## src/rtl/imrl_step_sequencer.sv

```systemverilog
// Thermometer stimulus sequencer for circuit2: drives IMRL 0000..1111, samples E per step.
// Define IMRL_SEQ_LOOP_EN to re-run the sequence continuously until abort or reset.
module imrl_step_sequencer #(
  parameter int STEP_CYCLES = 20
) (
  input  logic       clk,
  input  logic       rst,
  input  logic       start,
  input  logic       abort,
  input  logic       e_in,
  output logic       i_out,
  output logic       m_out,
  output logic       r_out,
  output logic       l_out,
  output logic [2:0] step,
  output logic       busy,
  output logic       done,
  output logic [4:0] result,
  output logic       result_valid
);

  typedef enum logic [1:0] {
    S_IDLE,
    S_DRIVE,
    S_DONE
  } state_t;

  localparam logic [7:0] LP_LAST = 8'(STEP_CYCLES - 1);
  localparam logic [2:0] LP_STEP_MAX = 3'd4;

  state_t     r_state;
  logic [7:0] r_cnt;
  logic [2:0] r_step;
  logic [3:0] r_pat;
  logic       r_busy;
  logic       r_done;
  logic [4:0] r_result;
  logic       r_valid;
  logic [2:0] w_step_nxt;

  // {I,M,R,L} thermometer code for step k
  function automatic logic [3:0] therm(input logic [2:0] k);
    therm = {k >= 3'd4, k >= 3'd3, k >= 3'd2, k >= 3'd1};
  endfunction

  assign w_step_nxt = r_step + 3'd1;

  always_ff @(posedge clk or posedge rst) begin
    if (rst) begin
      r_state  <= S_IDLE;
      r_cnt    <= '0;
      r_step   <= '0;
      r_pat    <= '0;
      r_busy   <= 1'b0;
      r_done   <= 1'b0;
      r_result <= '0;
      r_valid  <= 1'b0;
    end else begin
      r_done <= 1'b0;
      unique case (r_state)
        S_IDLE: begin
          if (start) begin
            r_state  <= S_DRIVE;
            r_step   <= '0;
            r_cnt    <= '0;
            r_pat    <= '0;
            r_busy   <= 1'b1;
            r_result <= '0;
            r_valid  <= 1'b0;
          end
        end
        S_DRIVE: begin
          // abort beats the final sample: nothing is captured
          if (abort) begin
            r_state <= S_IDLE;
            r_step  <= '0;
            r_cnt   <= '0;
            r_pat   <= '0;
            r_busy  <= 1'b0;
          end else if (r_cnt == LP_LAST) begin
            r_result[r_step] <= e_in;
            r_cnt            <= '0;
            if (r_step == LP_STEP_MAX) begin
              r_state <= S_DONE;
              r_done  <= 1'b1;
              r_valid <= 1'b1;
            end else begin
              r_step <= w_step_nxt;
              r_pat  <= therm(w_step_nxt);
            end
          end else begin
            r_cnt <= r_cnt + 8'd1;
          end
        end
        S_DONE: begin
`ifdef IMRL_SEQ_LOOP_EN
          r_state <= S_DRIVE;
          r_step  <= '0;
          r_cnt   <= '0;
          r_pat   <= '0;
`else
          r_state <= S_IDLE;
          r_step  <= '0;
          r_cnt   <= '0;
          r_pat   <= '0;
          r_busy  <= 1'b0;
`endif
        end
        default: begin
          r_state <= S_IDLE;
          r_step  <= '0;
          r_cnt   <= '0;
          r_pat   <= '0;
          r_busy  <= 1'b0;
        end
      endcase
    end
  end

  assign i_out        = r_pat[3];
  assign m_out        = r_pat[2];
  assign r_out        = r_pat[1];
  assign l_out        = r_pat[0];
  assign step         = r_step;
  assign busy         = r_busy;
  assign done         = r_done;
  assign result       = r_result;
  assign result_valid = r_valid;

endmodule

```

## config.mk

```make
export PLATFORM = sky130hd
export DESIGN_NAME = imrl_step_sequencer
export DESIGN_NICKNAME = d
export VERILOG_FILES = /design/src/rtl/imrl_step_sequencer.sv
export SDC_FILE = /design/constraint.sdc
export NUM_CORES = 1
export LEC_CHECK = 0
export ABC_AREA = 1
export CORE_MARGIN = 4
export CORE_UTILIZATION = 50
export DETAILED_ROUTE_END_ITERATION = 10
export PLACE_DENSITY = 0.78
export RECOVER_POWER = 25
export SKIP_LAST_GASP = 1
export SYNTH_ARGS = -nofsm -noshare
export SYNTH_HDL_FRONTEND = slang
export SYNTH_SLANG_ARGS = --single-unit
```

## constraint.sdc

```tcl
create_clock -name clk -period 2.5 [get_ports clk]
set_input_delay 0.5 -clock clk [delete_from_list [all_inputs] [get_ports clk]]
set_output_delay 0.5 -clock clk [all_outputs]
set_load 0.03 [all_outputs]
```

* After elaboration in Yosys (flattened, before gate mapping)
Index checks and enable logic that the tools add are counted. Widths: inputs -> output; s select.
Word-level totals: output and inout bits 15, word-level logic and storage cells 73, register bits 25, input bits 5
Cells by class: reductions and logical operators 8, equality and inequality tests 11, add/sub/neg operators 2, $lt $le $gt $ge 6, mux-type cells 38
Operators with widths (number):
- $mux 8 | 3
- $mux 4 | 4
- $pmux 8 s2 | 1
- $mux 5 | 3
- $mux 3 | 4
- $mux 1 | 11
- $ne 2x2->1 const B | 5
- $pmux 5 s2 | 1
- $ne 3x3->1 const B | 3
- $add 8x1->8 const B | 1
- $eq 8x5->1 const B | 1
- $mux 2 | 4
- $pmux 4 s2 | 1
- $ge 3x1->1 const B | 2
- $ge 3x2->1 const B | 2
- $pmux 3 s2 | 1
- $reduce_and 3->1 | 2
- $bwmux 5 | 1
- $reduce_and 5->1 | 1
- $lt 3x4->1 const B | 1
- $pmux 1 s2 | 2
- $pmux 2 s2 | 1
- $reduce_and 4->1 | 1
- $add 3x1->3 const B | 1
- other kinds (8) | 8

* Longest topological paths before layout
word-level depth 8, gate-level depth with buffers 9, mapped depth without buffers 9

* Worst setup path before layout
OpenSTA, ideal clock, no wires.
path kind reg2reg, from register r_step[0] (netlist: step[0]), to register r_pat[1], library setup time 0.118 ns, period minus slack after synthesis 1.566 ns, required time 2.382 ns, path buffers 0, arrival time 1.448 ns, stages on the path, launching flop included 9, setup slack 0.934 ns, cell sequence dfrtp_1 > inv_1 > ha_1 > nand2_1 > inv_1 > nand2_1 > nand3_4 > nand2_1 > nand2_1
On the way: cells in the longest elaborated chain, start to end 6, elaborated cells on any way between the ends 9, those cells by class add/sub: 1; order compare: 1; eq/ne: 2; mux: 4; reduce/logical: 1
RTL lines:
- start, declared | RTL line 33 | logic [2:0] r_step;
- start signal, assigned | RTL line 88 | r_step <= w_step_nxt;
- $add 3x1->3 | RTL line 46 | assign w_step_nxt = r_step + 3'd1;
- $ge 3x2->1 | RTL line 43 | therm = {k >= 3'd4, k >= 3'd3, k >= 3'd2, k >= 3'd1};
- $mux 4 | RTL line 83 | if (r_step == LP_STEP_MAX) begin
- $mux 4 | RTL line 80 | end else if (r_cnt == LP_LAST) begin
- $mux 4 | RTL line 74 | if (abort) begin
- $pmux 4 s2 | RTL line 60 | unique case (r_state)
- end signal, assigned | RTL line 89 | r_pat <= therm(w_step_nxt);
- end, declared | RTL line 34 | logic [3:0] r_pat;
Parallel ways exist; a longest one is shown, timed or not. The select of a mux whose other input is x is not followed. A chain may end at the register's enable or synchronous reset.

* Worst setup path in the final report
from register r_step[0] (netlist: step[0]), to output port step[0]
RTL lines:
- end, declared | RTL line 15 | output logic [2:0] step,
No word-level cell between the ends.

==> metrics <==
status=finished clean; hold path cells=2; CTS max path bufs=2; Hold EP=result[1]; core footprint=around 2500 um2; Largest stage delay, worst path=between 0.7 and 0.8 ns; Startpoint Class=flip-flop; Final min period=~2 ns; number of nets in the layout=219; Seq pwr share=about two fifths; # DRC=0; Worst EP arrival=around 1.5 ns; sequential share of the synthesized area=a little over two fifths; routed via count=roughly 1.2k; Max Cap Viol=0; slowest CP cell=clkdlybuf4s50_1; most frequent cells in the layout=nand2_1, inv_1, dfrtp_1, clkdlybuf4s50_1, nand3_1; Root Driver=clkbuf_4; gr usage total=between 10% and 20%; worst r2r dst=r_pat[0]; vias in the first global route=about 1.1k; worst hold start=result[1]; Routed Antenna Nets=0; Peak VDD IR=around 0.64 mV; die height=60.5 um; initial antenna violation count=0; Net Count, Synth=~200; die area=3660 um2; Post-Syn Area per Cell=7.37 um2; Synth Instances=about 190; Slew HR=14.4%; Area contributors post-synth=dfrtp_1, nand2_1, inv_1, nand3_1, nand4_1; clk_skew=approximately 0.002 ns; Setup Slack @ Placement=between 0.6 and 0.7 ns; first-pass GRT wire length=4560 um; unrepaired setup endpoints after global routing=no; Setup CP Type=reg2out; vias per inst=around 5.0; Max Slew Vio Count=0; Fmax=around 500 MHz; Pint=about 0.72 mW; FF-to-FF path depth=6; Clock power frac=about 17%; Clock transition at path regs=around 0.13 ns; commonest non-fill, non-tap cell in the layout=nand2_1; top cell type's share of synthesized area=43.6%; Post-synth ARST share=100%; Post-CTS Setup Inserts=0; Max Fanout on Critical Path=7; Starting Density=54.1%; PD cells=roughly 730 nW/um2; Layout area overhead=18.5%; Worst setup EP type=primary output; number of synthesized register bits=24; Initial DRT Pass Iterations=4; CP Buf/Inv Count=1; grt ovf=0; post-cts resize count=0; CTS Buf Count=3; switching pwr=between 0.4 and 0.5 mW; Worst Hold Class=reg2reg; Reg2Reg Setup Slack=about 0.96 ns; Antenna diodes=0; Detail Placement HPWL=between 2000 and 2500 um; Hold-fix buffers, CTS=0; Sw Share=40.1%; Post-synth EDFFs=0; setup ws final=around 0.5 ns; CP delay by family, top=buffers and inverters; # IOs=20; CTS tree=built; number of synthesis warnings=0; ys flop type=dfrtp_1; Worst EP required=around 2.0 ns; row count=18; critical path cell sequence=clkdlybuf4s50_1; worst reg2reg startpoint=r_cnt[1]; H-tree depth=1; fraction of layout cells with a size suffix above 1=around 6.7%; Netlist cell types=22; placer congestion estimate=between 0.9 and 1; area of the mapped netlist=roughly 1400 um2; Worst-Skew Late Latency=0.32 ns; area leader, netlist=dfrtp_1; Hold Vio Cnt, Final=0; 1st-iter DRT viols=46; Levels on crit path=1; combinational power share=a little over 40%; slew of the pin with the lowest slew margin=about 1.3 ns; # setup viols final=0; largest net degree at the start of global routing=25; WL/cell=around 12 um; die width=slightly above 60 um; Sink Count=24; port buffer count=19; source of the critical timing path=step[0]; final worst path period share=80.4%; final wirelength=about 2800 um; TNS Setup=0 ns; leak pwr=a little over 0.9 nW
[per-stage QoR]
stage	std cells	cell area, um2	hold WS, ns	power, mW	util, %
final	239	1630	0.481	1.20	64.2
after global routing	239	1630	0.521	1.29	64.2
after CTS	239	1640	0.490	1.21	64.3
after detailed placement	235	1600	0.458	0.999	62.9
after global placement	235	1600	0.455	0.992	62.9
after floorplan	187	1380	0.471	0.836	-
[logic make-up after synthesis]
group / count (synthesis) / share of synthesized area, %
AND/OR/NAND/NOR: 114 / 38.1
adder cells (fa/ha/maj): 4 / 3.63
flip-flops: 24 / 43.6
AO/OA/AOI/OAI: 9 / 4.45
buffers and inverters: 36 / 10.2
[area by class of cell]
| class | count | area, um2 |
|---|---|---|
| clock buffer | 4 | 36.3 |
| multi-input combinational | 127 | 637 |
| tap | 30 | 37.5 |
| fill | 246 | 912 |
| inverter | 34 | 128 |
| sequential | 24 | 601 |
| timing repair buffer | 20 | 194 |
[metal layers]
layer	track usage, %	wire, um	part of all wire, %	up-vias
met5	0	0	0	-
met4	8.67	39	1.4	0
met3	2.77	168	6.0	5
met2	25.0	1220	44	40
met1	22.5	1360	49	529
li1	-	-	-	629
[Yosys cell counts, types with 2 or more instances]
cell type,number
inv_1,33
ha_1,4
a21oi_1,3
nor3_1,2
nor2_2,2
o21ai_0,3
nand3_1,16
nand4_1,12
nand2_2,2
dfrtp_1,24
nand2_1,64
nor2_1,12
[power groups by stage]
stage | clock network (mW) | logic (mW) | registers [mW]
finish | 0.209 | 0.493 | 0.495
global route | 0.230 | 0.550 | 0.506
CTS | 0.219 | 0.499 | 0.496
detailed placement | 0 | 0.495 | 0.504
global placement | 0 | 0.490 | 0.502
floorplan | 0 | 0.240 | 0.596
[sequential cells by signal (all words and copies together), names as in the netlist]
register      flops
busy              1
done              1
r_pat             3
r_state           2
result_valid      1
result            5
r_cnt             8
step              3
[worst max path at each step]
stage          endpoint
4_1_cts         step[0]
3_3_place_gp   r_cnt[4]
3_5_place_dp   r_cnt[3]
5_1_grt         step[0]
6_report        step[0]
2_1_floorplan  r_pat[1]
Note: power is estimated with default switching activity, not from simulation.
